$ cat src/rtl/param_receiver_if.sv
// Receive-side bus of the UART receiver: serial line in, FIFO head word out with ready/valid pop.
interface param_receiver_if #(
    parameter int unsigned DATA_BITS = 8
);
    logic                 rxIn;
    logic [DATA_BITS-1:0] rxData;
    logic                 parityErr;
    logic                 frameErr;
    logic                 rxValid;
    logic                 rxReady;
    logic                 overrun;
    logic                 busy;

    modport master (
        input  rxIn, rxReady,
        output rxData, parityErr, frameErr, rxValid, overrun, busy
    );

    modport slave (
        output rxIn, rxReady,
        input  rxData, parityErr, frameErr, rxValid, overrun, busy
    );
endinterface

$ cat src/rtl/param_receiver.sv
// UART receiver: 2-flop line synchronizer, framing FSM with optional parity,
// and a small receive FIFO whose head word, flags and valid are all registered.
module param_receiver #(
    parameter int unsigned CLKS_PER_BIT = 16,
    parameter int unsigned DATA_BITS    = 8,
    parameter int unsigned PARITY       = 0,
    parameter int unsigned STOP_BITS    = 1,
    parameter int unsigned DEPTH        = 4
) (
    input logic             clk,
    input logic             rstN,
    param_receiver_if.master bus
);
    localparam int unsigned BAUD_W = $clog2(CLKS_PER_BIT);
    localparam int unsigned BIT_W  = $clog2(DATA_BITS);
    localparam int unsigned PTR_W  = $clog2(DEPTH);
    localparam int unsigned CNT_W  = PTR_W + 1;

    typedef enum logic [2:0] {
        ST_IDLE,
        ST_START,
        ST_DATA,
        ST_PARITY,
        ST_STOP
    } state_t;

    typedef struct packed {
        logic [DATA_BITS-1:0] data;
        logic                 perr;
        logic                 ferr;
    } word_t;

    logic                 rx_meta;
    logic                 rxS;
    state_t               state;
    logic [BAUD_W-1:0]    baud_cnt;
    logic [BIT_W-1:0]     bit_cnt;
    logic                 stop_cnt;
    logic [DATA_BITS-1:0] shift;
    logic                 perr_q;
    logic                 ferr_q;
    logic                 busy_q;

    // Line synchronizer; idles high so reset must not look like a start edge.
    always_ff @(posedge clk or negedge rstN) begin
        if (!rstN) begin
            rx_meta <= 1'b1;
            rxS     <= 1'b1;
        end else begin
            rx_meta <= bus.rxIn;
            rxS     <= rx_meta;
        end
    end

    logic  mid_c;
    logic  tick_c;
    logic  par_exp_c;
    logic  push_c;
    word_t push_word_c;

    assign mid_c     = (baud_cnt == BAUD_W'(CLKS_PER_BIT / 2 - 1));
    assign tick_c    = (baud_cnt == BAUD_W'(CLKS_PER_BIT - 1));
    assign par_exp_c = (^shift) ^ (PARITY == 1);
    assign push_c    = (state == ST_STOP) && tick_c && (stop_cnt == 1'(STOP_BITS - 1));

    // The last stop sample folds straight into the pushed frame-error flag.
    always_comb begin
        push_word_c      = '0;
        push_word_c.data = shift;
        push_word_c.perr = perr_q;
        push_word_c.ferr = ferr_q | ~rxS;
    end

    // Framing FSM; busy is registered alongside each state transition.
    always_ff @(posedge clk or negedge rstN) begin
        if (!rstN) begin
            state    <= ST_IDLE;
            baud_cnt <= '0;
            bit_cnt  <= '0;
            stop_cnt <= 1'b0;
            shift    <= '0;
            perr_q   <= 1'b0;
            ferr_q   <= 1'b0;
            busy_q   <= 1'b0;
        end else begin
            case (state)
                ST_IDLE: begin
                    if (!rxS) begin
                        state    <= ST_START;
                        baud_cnt <= '0;
                        busy_q   <= 1'b1;
                    end
                end
                ST_START: begin
                    if (mid_c) begin
                        if (rxS) begin
                            state  <= ST_IDLE;
                            busy_q <= 1'b0;
                        end else begin
                            state    <= ST_DATA;
                            baud_cnt <= '0;
                            bit_cnt  <= '0;
                            perr_q   <= 1'b0;
                            ferr_q   <= 1'b0;
                        end
                    end else begin
                        baud_cnt <= baud_cnt + BAUD_W'(1);
                    end
                end
                ST_DATA: begin
                    if (tick_c) begin
                        baud_cnt <= '0;
                        shift    <= {rxS, shift[DATA_BITS-1:1]};
                        if (bit_cnt == BIT_W'(DATA_BITS - 1)) begin
                            bit_cnt  <= '0;
                            stop_cnt <= 1'b0;
                            state    <= (PARITY != 0) ? ST_PARITY : ST_STOP;
                        end else begin
                            bit_cnt <= bit_cnt + BIT_W'(1);
                        end
                    end else begin
                        baud_cnt <= baud_cnt + BAUD_W'(1);
                    end
                end
                ST_PARITY: begin
                    if (tick_c) begin
                        baud_cnt <= '0;
                        perr_q   <= (rxS != par_exp_c);
                        stop_cnt <= 1'b0;
                        state    <= ST_STOP;
                    end else begin
                        baud_cnt <= baud_cnt + BAUD_W'(1);
                    end
                end
                ST_STOP: begin
                    if (tick_c) begin
                        baud_cnt <= '0;
                        ferr_q   <= ferr_q | ~rxS;
                        if (push_c) begin
                            state  <= ST_IDLE;
                            busy_q <= 1'b0;
                        end else begin
                            stop_cnt <= stop_cnt + 1'b1;
                        end
                    end else begin
                        baud_cnt <= baud_cnt + BAUD_W'(1);
                    end
                end
                default: begin
                    state  <= ST_IDLE;
                    busy_q <= 1'b0;
                end
            endcase
        end
    end

    word_t             mem [DEPTH];
    logic [PTR_W-1:0]  wr_ptr;
    logic [PTR_W-1:0]  rd_ptr;
    logic [CNT_W-1:0]  count;
    logic              valid_q;
    word_t             head_q;
    logic              overrun_q;

    logic              pop_c;
    logic              full_c;
    logic              wr_en_c;
    logic [CNT_W-1:0]  count_next_c;
    logic [PTR_W-1:0]  rd_next_c;
    word_t             head_next_c;

    // Next-cycle head: a word written into the slot about to become head bypasses the array.
    always_comb begin
        pop_c        = valid_q && bus.rxReady;
        full_c       = (count == CNT_W'(DEPTH));
        wr_en_c      = push_c && (!full_c || pop_c);
        count_next_c = count;
        if (wr_en_c && !pop_c) begin
            count_next_c = count + CNT_W'(1);
        end else if (!wr_en_c && pop_c) begin
            count_next_c = count - CNT_W'(1);
        end
        rd_next_c   = pop_c ? rd_ptr + PTR_W'(1) : rd_ptr;
        head_next_c = mem[rd_next_c];
        if (wr_en_c && (rd_next_c == wr_ptr)) begin
            head_next_c = push_word_c;
        end
    end

    always_ff @(posedge clk) begin
        if (wr_en_c) begin
            mem[wr_ptr] <= push_word_c;
        end
    end

    // Head word and flags only update while the FIFO stays non-empty, so they hold when drained.
    always_ff @(posedge clk or negedge rstN) begin
        if (!rstN) begin
            wr_ptr    <= '0;
            rd_ptr    <= '0;
            count     <= '0;
            valid_q   <= 1'b0;
            head_q    <= '0;
            overrun_q <= 1'b0;
        end else begin
            if (wr_en_c) begin
                wr_ptr <= wr_ptr + PTR_W'(1);
            end
            if (pop_c) begin
                rd_ptr <= rd_ptr + PTR_W'(1);
            end
            count     <= count_next_c;
            valid_q   <= (count_next_c != '0);
            overrun_q <= push_c && full_c && !pop_c;
            if (count_next_c != '0) begin
                head_q <= head_next_c;
            end
        end
    end

    assign bus.rxData    = head_q.data;
    assign bus.parityErr = head_q.perr;
    assign bus.frameErr  = head_q.ferr;
    assign bus.rxValid   = valid_q;
    assign bus.overrun   = overrun_q;
    assign bus.busy      = busy_q;
endmodule

$ cat src/flat_wrapper.sv
// flat-port wrapper written by rule: the top's interface ports become plain ports
module param_receiver_flat 
#(
    parameter int unsigned CLKS_PER_BIT = 16,
    parameter int unsigned DATA_BITS    = 8,
    parameter int unsigned PARITY       = 0,
    parameter int unsigned STOP_BITS    = 1,
    parameter int unsigned DEPTH        = 4
)
  (clk, rstN, bus_rxIn, bus_rxReady, bus_rxData, bus_parityErr, bus_frameErr, bus_rxValid, bus_overrun, bus_busy);
  param_receiver_if #(.DATA_BITS(DATA_BITS)) bus_i ();
  input logic clk;
  input logic rstN;
  input wire logic [$bits(bus_i.rxIn)-1:0] bus_rxIn;
  input wire logic [$bits(bus_i.rxReady)-1:0] bus_rxReady;
  output wire logic [$bits(bus_i.rxData)-1:0] bus_rxData;
  output wire logic [$bits(bus_i.parityErr)-1:0] bus_parityErr;
  output wire logic [$bits(bus_i.frameErr)-1:0] bus_frameErr;
  output wire logic [$bits(bus_i.rxValid)-1:0] bus_rxValid;
  output wire logic [$bits(bus_i.overrun)-1:0] bus_overrun;
  output wire logic [$bits(bus_i.busy)-1:0] bus_busy;
  assign bus_i.rxIn = bus_rxIn;
  assign bus_i.rxReady = bus_rxReady;
  assign bus_rxData = bus_i.rxData;
  assign bus_parityErr = bus_i.parityErr;
  assign bus_frameErr = bus_i.frameErr;
  assign bus_rxValid = bus_i.rxValid;
  assign bus_overrun = bus_i.overrun;
  assign bus_busy = bus_i.busy;
  param_receiver #(.CLKS_PER_BIT(CLKS_PER_BIT), .DATA_BITS(DATA_BITS), .PARITY(PARITY), .STOP_BITS(STOP_BITS), .DEPTH(DEPTH)) u_core (.clk(clk), .rstN(rstN), .bus(bus_i));
endmodule
$ cat config.mk
export PLATFORM = sky130hd
export DESIGN_NAME = param_receiver_flat
export DESIGN_NICKNAME = d
export VERILOG_FILES = /design/src/rtl/param_receiver_if.sv /design/src/rtl/param_receiver.sv /design/src/flat_wrapper.sv
export SDC_FILE = /design/constraint.sdc
export NUM_CORES = 1
export LEC_CHECK = 0
export CAP_MARGIN = 20
export CORE_ASPECT_RATIO = 0.6
export CORE_MARGIN = 3
export CORE_UTILIZATION = 65
export CTS_BUF_LIST = sky130_fd_sc_hd__clkbuf_2 sky130_fd_sc_hd__clkbuf_4 sky130_fd_sc_hd__clkbuf_8
export CTS_CLUSTER_DIAMETER = 60
export DETAILED_ROUTE_END_ITERATION = 10
export HOLD_SLACK_MARGIN = 0.15
export PLACE_DENSITY_LB_ADDON = 0.08
export SYNTH_ARGS = -nofsm -noshare
export SYNTH_HDL_FRONTEND = slang
export SYNTH_SLANG_ARGS = --single-unit
$ cat constraint.sdc
create_clock -name clk -period 3.8 [get_ports clk]
set_input_delay 0.38 -clock clk [delete_from_list [all_inputs] [get_ports clk]]
set_output_delay 0.38 -clock clk [all_outputs]
set_load 0.03 [all_outputs]
== Word-level counts from Yosys, hierarchy flattened ==
Memory sizes are Yosys's and may differ from the RTL's. A register that Yosys moved wholly into a read port is not among the register bits.
Index checks and enable logic that the tools add are counted.
Storage, ports and cells
  memory bits (read-only): 0
  logic and storage cells: 117
  register bits: 33
  latch bits: 0
  bits in writable memories: 40
  memories kept: 1
Memories
  u_core.mem: words 4, bits a word 10, rd ports 1, clocked after Yosys merged registers in 1, write ports 1, RTL line param_receiver.sv:157  | word_t mem [DEPTH];
Cells by class
  multiplexer cells: 41
  $mul: 0
  reduce and logical (&&, ||, !) cells: 30
  divide/modulo/power cells: 0
  $add $sub $neg: 7
  equality and inequality tests: 19
  order comparisons: 0
  bitwise gates (word level): 4
  shift-type cells: 0
Operator list (number)
  3-bit 2-to-1 mux: 13
  1-bit 2-to-1 mux: 16
  3-bit one-hot mux with 5 select lines: 1
  2-bit by 1-bit != test with 1-bit output, second input constant: 7
  4-bit 2-to-1 mux: 3
  4-bit one-hot mux with 3 select lines: 1
  4-bit AND reduction: 3
  6-bit AND reduction: 2
  3-bit == test, second input constant: 3
  3-bit nonzero test: 3
  1-bit logical AND: 8
  8-bit parity: 1
  7-bit AND reduction: 1
  3-bit by 1-bit adder with 3-bit output, second input constant: 2
  3-bit by 2-bit == test with 1-bit output, second input constant: 2
  2-bit != test, second input constant: 3
  3-bit one-hot mux with 2 select lines: 1
  2-bit nonzero test: 3
  2-bit by 1-bit adder with 2-bit output, second input constant: 2
  4-bit by 1-bit adder with 4-bit output, second input constant: 1
  4-bit by 3-bit == test with 1-bit output, second input constant: 1
  4-bit == test, second input constant: 1
  1-bit zero test: 4
  2-bit 2-to-1 mux: 2
  other kinds (14): 17

== Depth between registers and ports, before layout ==
Gate-level depths: netlist of the first run.
  word-level depth: 9
  depth in mapped cells: 9

== Worst setup path before layout of the first run ==
No wires, ideal clock.
  path kind: reg2reg
  from: register u_core.valid_q (netlist: u_core.bus.rxValid)
  to: register, netlist name u_core.bus.frameErr
  path buffers: 1
  clock period less this slack: 2.417 ns
  data required time: 3.675 ns
  library setup time: 0.125 ns
  path slack: 1.383 ns
  cell stages (with the launch flop): 7
  data arrival time: 2.292 ns
  cells stage by stage: dfrtp_1 -> nand2_2 -> xnor2_1 -> buf_2 -> mux4_2 -> mux2_2 -> mux2_4
On the way
  longest elaborated chain between the ends: 8
Ends and longest elaborated chain
  from (decl): RTL line param_receiver.sv:161  | logic valid_q;
  from (signal assigned): RTL line param_receiver.sv:213  | valid_q <= (count_next_c != '0);
  1-bit logical AND (*): RTL line param_receiver.sv:174  | pop_c = valid_q && bus.rxReady;
  1-bit logical OR: RTL line param_receiver.sv:176  | wr_en_c = push_c && (!full_c || pop_c);
  1-bit logical AND: RTL line param_receiver.sv:176
  1-bit zero test: RTL line param_receiver.sv:180  | end else if (!wr_en_c && pop_c) begin
  1-bit logical AND: RTL line param_receiver.sv:180
  3-bit 2-to-1 mux: RTL line param_receiver.sv:180
  3-bit 2-to-1 mux: RTL line param_receiver.sv:178  | if (wr_en_c && !pop_c) begin
  3-bit nonzero test: RTL line param_receiver.sv:215  | if (count_next_c != '0) begin
Mark *: on every way between the ends. The rest lies on a longest branch, timed or not.
A chain may end at the register's enable or synchronous reset.

== Worst setup path in the final report of the first run ==
  from: register u_core.state[1]
  to: register, netlist name u_core.bus.rxData[0]
On the way
  longest elaborated chain between the ends: 9
Ends and longest elaborated chain
  from (decl): RTL line param_receiver.sv:35  | state_t state;
  from (signal assigned): RTL line param_receiver.sv:117  | state <= (PARITY != 0) ? ST_PARITY : ST_STOP;
  3-bit == test (*): RTL line param_receiver.sv:64  | assign push_c = (state == ST_STOP) && tick_c && (stop_cnt == 1'(STOP_BITS - 1));
  1-bit logical AND (*) (2 in series): RTL line param_receiver.sv:64
  1-bit logical AND (*): RTL line param_receiver.sv:176
  1-bit zero test: RTL line param_receiver.sv:180
  1-bit logical AND: RTL line param_receiver.sv:180
  3-bit 2-to-1 mux: RTL line param_receiver.sv:180
  3-bit 2-to-1 mux (*): RTL line param_receiver.sv:178
  3-bit nonzero test (*): RTL line param_receiver.sv:215
Marks and branches as above.

==> results of run 1 <==
[logic make-up (layout without fill, tap and decap cells)]
kind of cell,count (synthesis),after routing,share of synthesized area [%]
DFF,83,83,59.82
AOI/OAI and AO/OA,31,31,5.746
muxes,41,41,15.92
adders and majority gates,10,10,3.283
xor gates and xnor gates,15,15,3.841
and+or+nand+nor,61,61,8.766
buffers and inverters,22,48,2.627
[worst max-delay path: stages, from the launching register on]
cell and delay (ps):
sky130_fd_sc_hd__dfrtp_1 550, sky130_fd_sc_hd__or3b_1 570, sky130_fd_sc_hd__nor2_1 300, sky130_fd_sc_hd__and2_2 250, sky130_fd_sc_hd__o31a_1 490, sky130_fd_sc_hd__mux2_2 400, sky130_fd_sc_hd__mux2_4 270
[metrics by stage]
stage | hold slack (ps) | util [%] | cell area [µm²] | setup WS [ps] | power [mW]
after floorplan | 84.41 | - | 3811 | 1383 | 2.164
after global placement | 345.8 | 75.33 | 4034 | 1031 | 2.436
after detailed placement | 353.1 | 75.33 | 4034 | 866.1 | 2.484
after CTS | 189.9 | 79.46 | 4255 | 863.7 | 3.182
after global routing | 229.8 | 79.46 | 4255 | 669.0 | 3.336
final | 181.6 | 79.46 | 4255 | 860.9 | 3.166
[area by class of cell]
| class | instances | share of cell area [%] |
|---|---|---|
| Clock buffer | 10 | 3.087 |
| Clock inverter | 6 | 2.117 |
| Inverter | 13 | 1.147 |
| Multi-Input combinational cell | 158 | 33.64 |
| Sequential cell | 83 | 53.57 |
| Tap cell | 77 | 2.264 |
| Timing Repair Buffer | 19 | 4.175 |
[metal layers]
| layer | share of wire, % | vias to the layer above | wire length, µm | GRT usage [%] |
|---|---|---|---|---|
| li1 | - | 1019 | - | - |
| met1 | 45 | 1104 | 3184 | 33.18 |
| met2 | 45 | 125 | 3244 | 36.02 |
| met3 | 9.4 | 5 | 672 | 6.968 |
| met4 | 0.59 | 0 | 42 | 5.892 |
| met5 | 0 | - | 0 | 0 |
[flip-flops by register name (all words and copies together) (netlist names), 2 cells and up]
| name | flops |
|---|---|
| u_core.mem | 40 |
| u_core.bus.rxData | 8 |
| u_core.shift | 8 |
| u_core.baud_cnt | 4 |
| u_core.bit_cnt | 3 |
| u_core.count | 3 |
| u_core.state | 3 |
| u_core.rd_ptr | 2 |
| u_core.wr_ptr | 2 |
[report_power, final]
group	internal [mW]	leakage, nW	switching [mW]
Sequential	1.09	0.872	0.172
Combinational	0.641	0.665	0.569
Clock	0.378	0.110	0.316
[cells in the mapped netlist (2+ instances only)]
| cell | count |
|---|---|
| sky130_fd_sc_hd__clkbuf_1 | 5 |
| sky130_fd_sc_hd__nand3_1 | 4 |
| sky130_fd_sc_hd__buf_2 | 2 |
| sky130_fd_sc_hd__ha_1 | 10 |
| sky130_fd_sc_hd__nor3b_1 | 4 |
| sky130_fd_sc_hd__buf_6 | 2 |
| sky130_fd_sc_hd__nor3_2 | 2 |
| sky130_fd_sc_hd__nor3_1 | 7 |
| sky130_fd_sc_hd__inv_1 | 13 |
| sky130_fd_sc_hd__or3_1 | 2 |
| sky130_fd_sc_hd__mux2_4 | 9 |
| sky130_fd_sc_hd__o21ai_0 | 9 |
| sky130_fd_sc_hd__a22o_1 | 2 |
| sky130_fd_sc_hd__o221ai_1 | 2 |
| sky130_fd_sc_hd__nor2_1 | 16 |
| sky130_fd_sc_hd__mux2_1 | 2 |
| sky130_fd_sc_hd__dfrtp_1 | 41 |
| sky130_fd_sc_hd__a31oi_1 | 3 |
| sky130_fd_sc_hd__nand2_1 | 10 |
| sky130_fd_sc_hd__nand2b_1 | 3 |
| sky130_fd_sc_hd__and3_1 | 4 |
| sky130_fd_sc_hd__dfstp_2 | 2 |
| sky130_fd_sc_hd__a21oi_1 | 3 |
| sky130_fd_sc_hd__xor2_1 | 3 |
| sky130_fd_sc_hd__edfxtp_1 | 40 |
| sky130_fd_sc_hd__o22ai_1 | 2 |
| sky130_fd_sc_hd__mux2_2 | 19 |
| sky130_fd_sc_hd__mux4_2 | 10 |
| sky130_fd_sc_hd__xnor2_1 | 10 |
| sky130_fd_sc_hd__nand4b_1 | 2 |
[worst max-delay path by stage]
stage | end | cells after the start | startpoint
final | u_core.bus.rxData[0] | 6 | u_core.state[1]
after global routing | u_core.bus.rxData[3] | 6 | u_core.state[1]
after CTS | u_core.bus.rxData[6] | 6 | u_core.state[1]
after global placement | u_core.bus.rxData[1] | 6 | u_core.state[1]
after detailed placement | u_core.bus.rxData[6] | 6 | u_core.state[1]
after floorplan | u_core.bus.frameErr | 6 | u_core.bus.rxValid
==> flow_metrics.py, run 1 <==
metrics = {
    "drt": {
        "final_antenna_net_count": 0,
        "drt-vias-per-instance": 6.156,
        "drt_pass1_iterations": 5,
        "avgRoutedWirePerCell_um": 19.52,
        "postRouteWirelength_um": 7144,
        "detail_route.drc_violations": 0,
        "routed-via-count": 2253,
        "drtIter0Drc": 230,
    },
    "yosys": {
        "synth_seq_area_share_pct": 59.82,
        "yosys_warnings": 0,
        "synth.ff_latch_count": 83,
        "ys.flop_type": "sky130_fd_sc_hd__dfrtp_1",
        "synth_edf_count": 40,
        "synthesis.area_mm2": 0.003811,
        "synthesis.nets": 277,
        "postSynthAreaPerCell_um2": 14.49,
        "synth_top_cells_by_area": "sky130_fd_sc_hd__edfxtp_1 32%, sky130_fd_sc_hd__dfrtp_1 27%, sky130_fd_sc_hd__mux4_2 5.9%",
        "unique_cell_type_count_in_the_yosys_netlist": 50,
        "synthesis.instances": 263,
        "yosys.area.top_type_share_pct": 31.52,
        "synthArstFlopShare_pct": 51.81,
        "leading_area_contributor_after_synthesis": "sky130_fd_sc_hd__edfxtp_1",
    },
    "power_and_ir_drop": {
        "ir_drop_mv": 0.4314,
        "powerDensity_mw_per_mm2": 744.0,
        "static-leakage-power_nw": 1.647,
    },
    "placement": {
        "placement.io_buffers": 16,
        "detail_placement_hpwl_um": 4831,
        "place_congestion": 0.9143,
        "placed_cells_incl_taps": 350,
    },
    "clock_network": {
        "cts_made_buffers": 9,
        "tritoncts": "done",
        "post_cts.repair.setup_buffers": 0,
        "cts_hold_buffers": 0,
        "tritoncts_num_sinks": 83,
        "ctsLongestPathBuffers": 2,
        "postCtsResizedCells": 0,
        "clock-root-buffer": "sky130_fd_sc_hd__clkbuf_8",
        "worstSkewPairLatency_ps": 350,
        "cts.clk_slew.worst_paths_ps": 80,
        "max_h_tree_level": 3,
    },
    "worst_setup_path": {
        "reg2reg_depth": 6,
        "worst-endpoint-required_ps": 4040,
        "timing.reg2reg.setup_slack_ps": 860,
        "timing.critical_path.to_type": "register",
        "r2r_end": "u_core.bus.rxData[0]",
        "r2r_start": "u_core.state[1]",
        "path_class": "reg2reg",
        "arrival_ps": 3180,
        "worstPathMaxFanout": 15,
        "worstSetupStartpointType": "register",
    },
    "layout": {
        "fillerInstances": 318,
        "register_area_mm2": 0.002280,
        "n_antenna_cell": 0,
        "share_of_post_route_cells_with_drive_strength_above_1_pct": 23.88,
        "syn_to_final_growth_pct": 11.65,
        "final_common_cell": "sky130_fd_sc_hd__dfrtp_1",
        "stdcell_count": 366,
        "multi_input_comb_area_mm2": 0.001431,
        "finish.net_count": 298,
        "layout.cells.most_common_list": "41 x sky130_fd_sc_hd__dfrtp_1, 40 x sky130_fd_sc_hd__edfxtp_1, 19 x sky130_fd_sc_hd__mux2_2, 16 x sky130_fd_sc_hd__nor2_1, 15 x sky130_fd_sc_hd__clkdlybuf4s50_1",
    },
    "timing": {
        "grt_setup_unrepaired": "no",
        "final-max-slew-violation-count": 0,
        "fmaxAchievable_mhz": 340.2,
        "fin_tns_setup_ps": 0,
        "finalHoldViolations": 0,
        "finClkSkew_ps": 7.372,
        "final.period_utilization_pct": 77.35,
        "max_slew_margin_pct": 34.76,
        "worstMarginPinSlew_ps": 978.6,
        "post-route-min-period_ps": 2939,
        "setup_viol_count_final": 0,
    },
    "floorplan": {
        "die_height_um": 65.31,
        "number_of_cell_rows": 20,
        "die_area_mm2": 0.006848,
        "fp.dieW_um": 104.9,
        "floorplan.core_area_mm2": 0.005355,
        "io-pin-count": 17,
        "floorplan.initialDensity_pct": 71.17,
    },
    "grt": {
        "antenna_found_initial": 0,
        "first_pass_grt_wire_length_um": 11890,
        "grt_start_max_net_pins": 44,
        "grt_usage_pct": 23.36,
        "gr_overflow_total": 0,
        "first_global_vias": 2276,
    },
    "run_status": {
        "status": "finished clean",
    },
    "min_path": {
        "timing.hold.worst.class": "in2async",
    },
    "run": {
        "max_cap_violations": 0,
    },
}
(Power assumes the default switching activity.)
==> run 2: changes to the inputs <==
--- a/config.mk
+++ b/config.mk
@@ -8,7 +8,7 @@
 export CAP_MARGIN = 20
 export CORE_ASPECT_RATIO = 0.6
 export CORE_MARGIN = 3
-export CORE_UTILIZATION = 65
+export CORE_UTILIZATION = 62
 export CTS_BUF_LIST = sky130_fd_sc_hd__clkbuf_2 sky130_fd_sc_hd__clkbuf_4 sky130_fd_sc_hd__clkbuf_8
 export CTS_CLUSTER_DIAMETER = 60
 export DETAILED_ROUTE_END_ITERATION = 10
==> constraint.sdc (replaced) <==
create_clock -name clk -period 2.8 [get_ports clk]
set_input_delay 0.28 -clock clk [delete_from_list [all_inputs] [get_ports clk]]
set_output_delay 0.28 -clock clk [all_outputs]
set_load 0.03 [all_outputs]
==> run 2 against run 1 <==
  * Clock skew grew 0.61 ps
  * Hold slack gained 160 ps
  * Via count shrank 1.1%
  * First-iteration DRC count shrank 25%
  * Largest power group is now combinational logic
  * Power grew 39%
  * Design area grew 2.0%
  * Fmax grew 21%
==> flow_metrics.py, run 2 (synthesis results as in run 1) <==
metrics = {
    "run_status": {
        "status": "finished clean",
    },
    "power_and_ir_drop": {
        "powerDensity_mw_per_mm2": 1012,
        "static-leakage-power_nw": 1.691,
        "ir_drop_mv": 0.4793,
    },
    "timing": {
        "fin_tns_setup_ps": 0,
        "final.setup.worst_slack_ps": 373.2,
        "fmaxAchievable_mhz": 412.1,
        "final.period_utilization_pct": 86.67,
        "grt_setup_unrepaired": "no",
        "final-max-slew-violation-count": 0,
        "setup_viol_count_final": 0,
        "worstMarginPinSlew_ps": 982.4,
        "finalHoldViolations": 0,
        "finClkSkew_ps": 7.983,
        "post-route-min-period_ps": 2427,
        "fin_hold_ws_ps": 341.6,
        "max_slew_margin_pct": 34.50,
    },
    "worst_setup_path": {
        "worstSetupPathDepth": 7,
        "critPathSlowestCell": "sky130_fd_sc_hd__or3b_1",
        "crit_path_cell_trace": "or3b_1, nor3_2, nor2_1, xnor2_2, nor3_2, buf_4, mux2_1",
        "top_cell_by_count_worst_path": "sky130_fd_sc_hd__nor3_2",
        "path_class": "reg2reg",
        "timing.critical_path.buf_inv": 1,
        "worstSetupStartpointType": "register",
        "r2r_end": "u_core.bus.rxData[5]",
        "critical_path_endpoint": "u_core.bus.rxData[5]",
        "critPathLaunch": "u_core.state[1]",
        "timing.critical_path.to_type": "register",
        "worstPathMaxFanout": 11,
        "critical_path.top_delay_family": "simple AND/OR/NAND/NOR gates",
        "worst-endpoint-required_ps": 3030,
        "timing.reg2reg.setup_slack_ps": 370,
        "arrival_ps": 2660,
        "reg2reg_depth": 7,
        "max_stage_delay_ps": 540,
        "r2r_start": "u_core.state[1]",
    },
    "grt": {
        "grt_usage_pct": 22.06,
        "gr_overflow_total": 0,
        "first_pass_grt_wire_length_um": 11630,
        "antenna_found_initial": 0,
        "first_global_vias": 2216,
        "grt_start_max_net_pins": 44,
    },
    "placement": {
        "place_congestion": 0.8297,
        "preCtsSetupSlack_ps": 178.4,
        "detail_placement_hpwl_um": 4712,
        "placement.io_buffers": 16,
    },
    "layout": {
        "n_antenna_cell": 0,
        "top_register": "u_core.mem",
        "syn_to_final_growth_pct": 13.85,
        "share_of_post_route_cells_with_drive_strength_above_1_pct": 25.34,
        "largest_register_ffs": 40,
        "final_common_cell": "sky130_fd_sc_hd__dfrtp_1",
        "fillerInstances": 352,
        "finish.net_count": 305,
        "layout.cells.most_common_list": "41 x sky130_fd_sc_hd__dfrtp_1, 40 x sky130_fd_sc_hd__edfxtp_1, 19 x sky130_fd_sc_hd__mux2_2, 16 x sky130_fd_sc_hd__nor2_1, 15 x sky130_fd_sc_hd__clkdlybuf4s50_1",
    },
    "floorplan": {
        "fp.dieW_um": 107.2,
        "floorplan.core_area_mm2": 0.005754,
        "number_of_cell_rows": 21,
        "io-pin-count": 17,
        "die_height_um": 66.73,
        "die_area_mm2": 0.007154,
        "floorplan.initialDensity_pct": 66.23,
    },
    "clock_network": {
        "cts.clk_slew.worst_paths_ps": 80,
        "cts_made_buffers": 9,
        "tritoncts": "done",
        "tritoncts_num_sinks": 83,
        "clock-root-buffer": "sky130_fd_sc_hd__clkbuf_8",
        "postCtsResizedCells": 0,
        "ctsLongestPathBuffers": 2,
        "worstSkewPairLatency_ps": 340,
        "max_h_tree_level": 3,
    },
    "drt": {
        "detail_route.drc_violations": 0,
        "drt_pass1_iterations": 5,
        "final_antenna_net_count": 0,
        "postRouteWirelength_um": 6999,
        "drt-vias-per-instance": 5.928,
        "avgRoutedWirePerCell_um": 18.61,
        "drtIter0Drc": 172,
        "routed-via-count": 2229,
    },
    "min_path": {
        "timing.hold.worst.class": "in2reg",
    },
    "run": {
        "max_cap_violations": 0,
    },
}
## run 2: changes by cell type in the layout (fill, tap and decap cells not counted), sizes merged
cell         delta
clkinv          -1
bufinv          +1
dlygate4sd3     +1
buf             +6
## run 2: what timing repair did
| action | in CTS | in global routing |
|---|---|---|
| buffers inserted | 0 | 0 |
| hold buffers | 1 | 0 |
| hold endpoints to repair | 41 | 0 |
## run 2: power breakdown
| part | switching (mW) | total (mW) | internal, mW | leakage (nW) |
|---|---|---|---|---|
| registers | 0.170 | 1.65 | 1.48 | 0.872 |
| clock network | 0.413 | 1.02 | 0.605 | 0.120 |
| logic | 0.828 | 1.72 | 0.894 | 0.699 |
| total | 1.41 | 4.39 | 2.98 | 1.69 |
## run 2: stage by stage
stage	area (µm²)	total power [mW]	cells	util, %
floorplan	3811	2.937	263	-
finish	4339	4.390	376	75.41
global route	4339	4.630	376	75.41
CTS	4339	4.413	376	75.41
detailed placement	4083	3.387	359	70.95
global placement	4083	3.322	359	70.95
## run 2: area by class of cell
cell class	count	area [µm²]	area share, %
multi-input cells	158	1431	32.99
clock inverters	6	115.1	2.653
well taps	80	100.1	2.307
clock buffers	10	131.4	3.028
inverters	13	48.80	1.125
repair buffers	26	232.7	5.363
flip-flops and latches	83	2280	52.54
## run 2: worst min-delay path by stage
stage | from | to | slack [ps] | depth (start not counted)
final | bus_rxIn | u_core.rx_meta | 340 | 1
after global routing | bus_rxIn | u_core.rx_meta | 330 | 1
after CTS | bus_rxIn | u_core.rx_meta | 330 | 1
after detailed placement | u_core.rx_meta | u_core.rxS | 350 | 0
after global placement | u_core.rx_meta | u_core.rxS | 350 | 0
after floorplan | rstN | u_core.baud_cnt[0] | -20 | 0
## run 2: layer usage
metal	routed length, µm	global-route usage [%]
met1	3371	32.83
met2	3076	32.40
met4	61	5.901
met5	0	0
met3	490	5.808
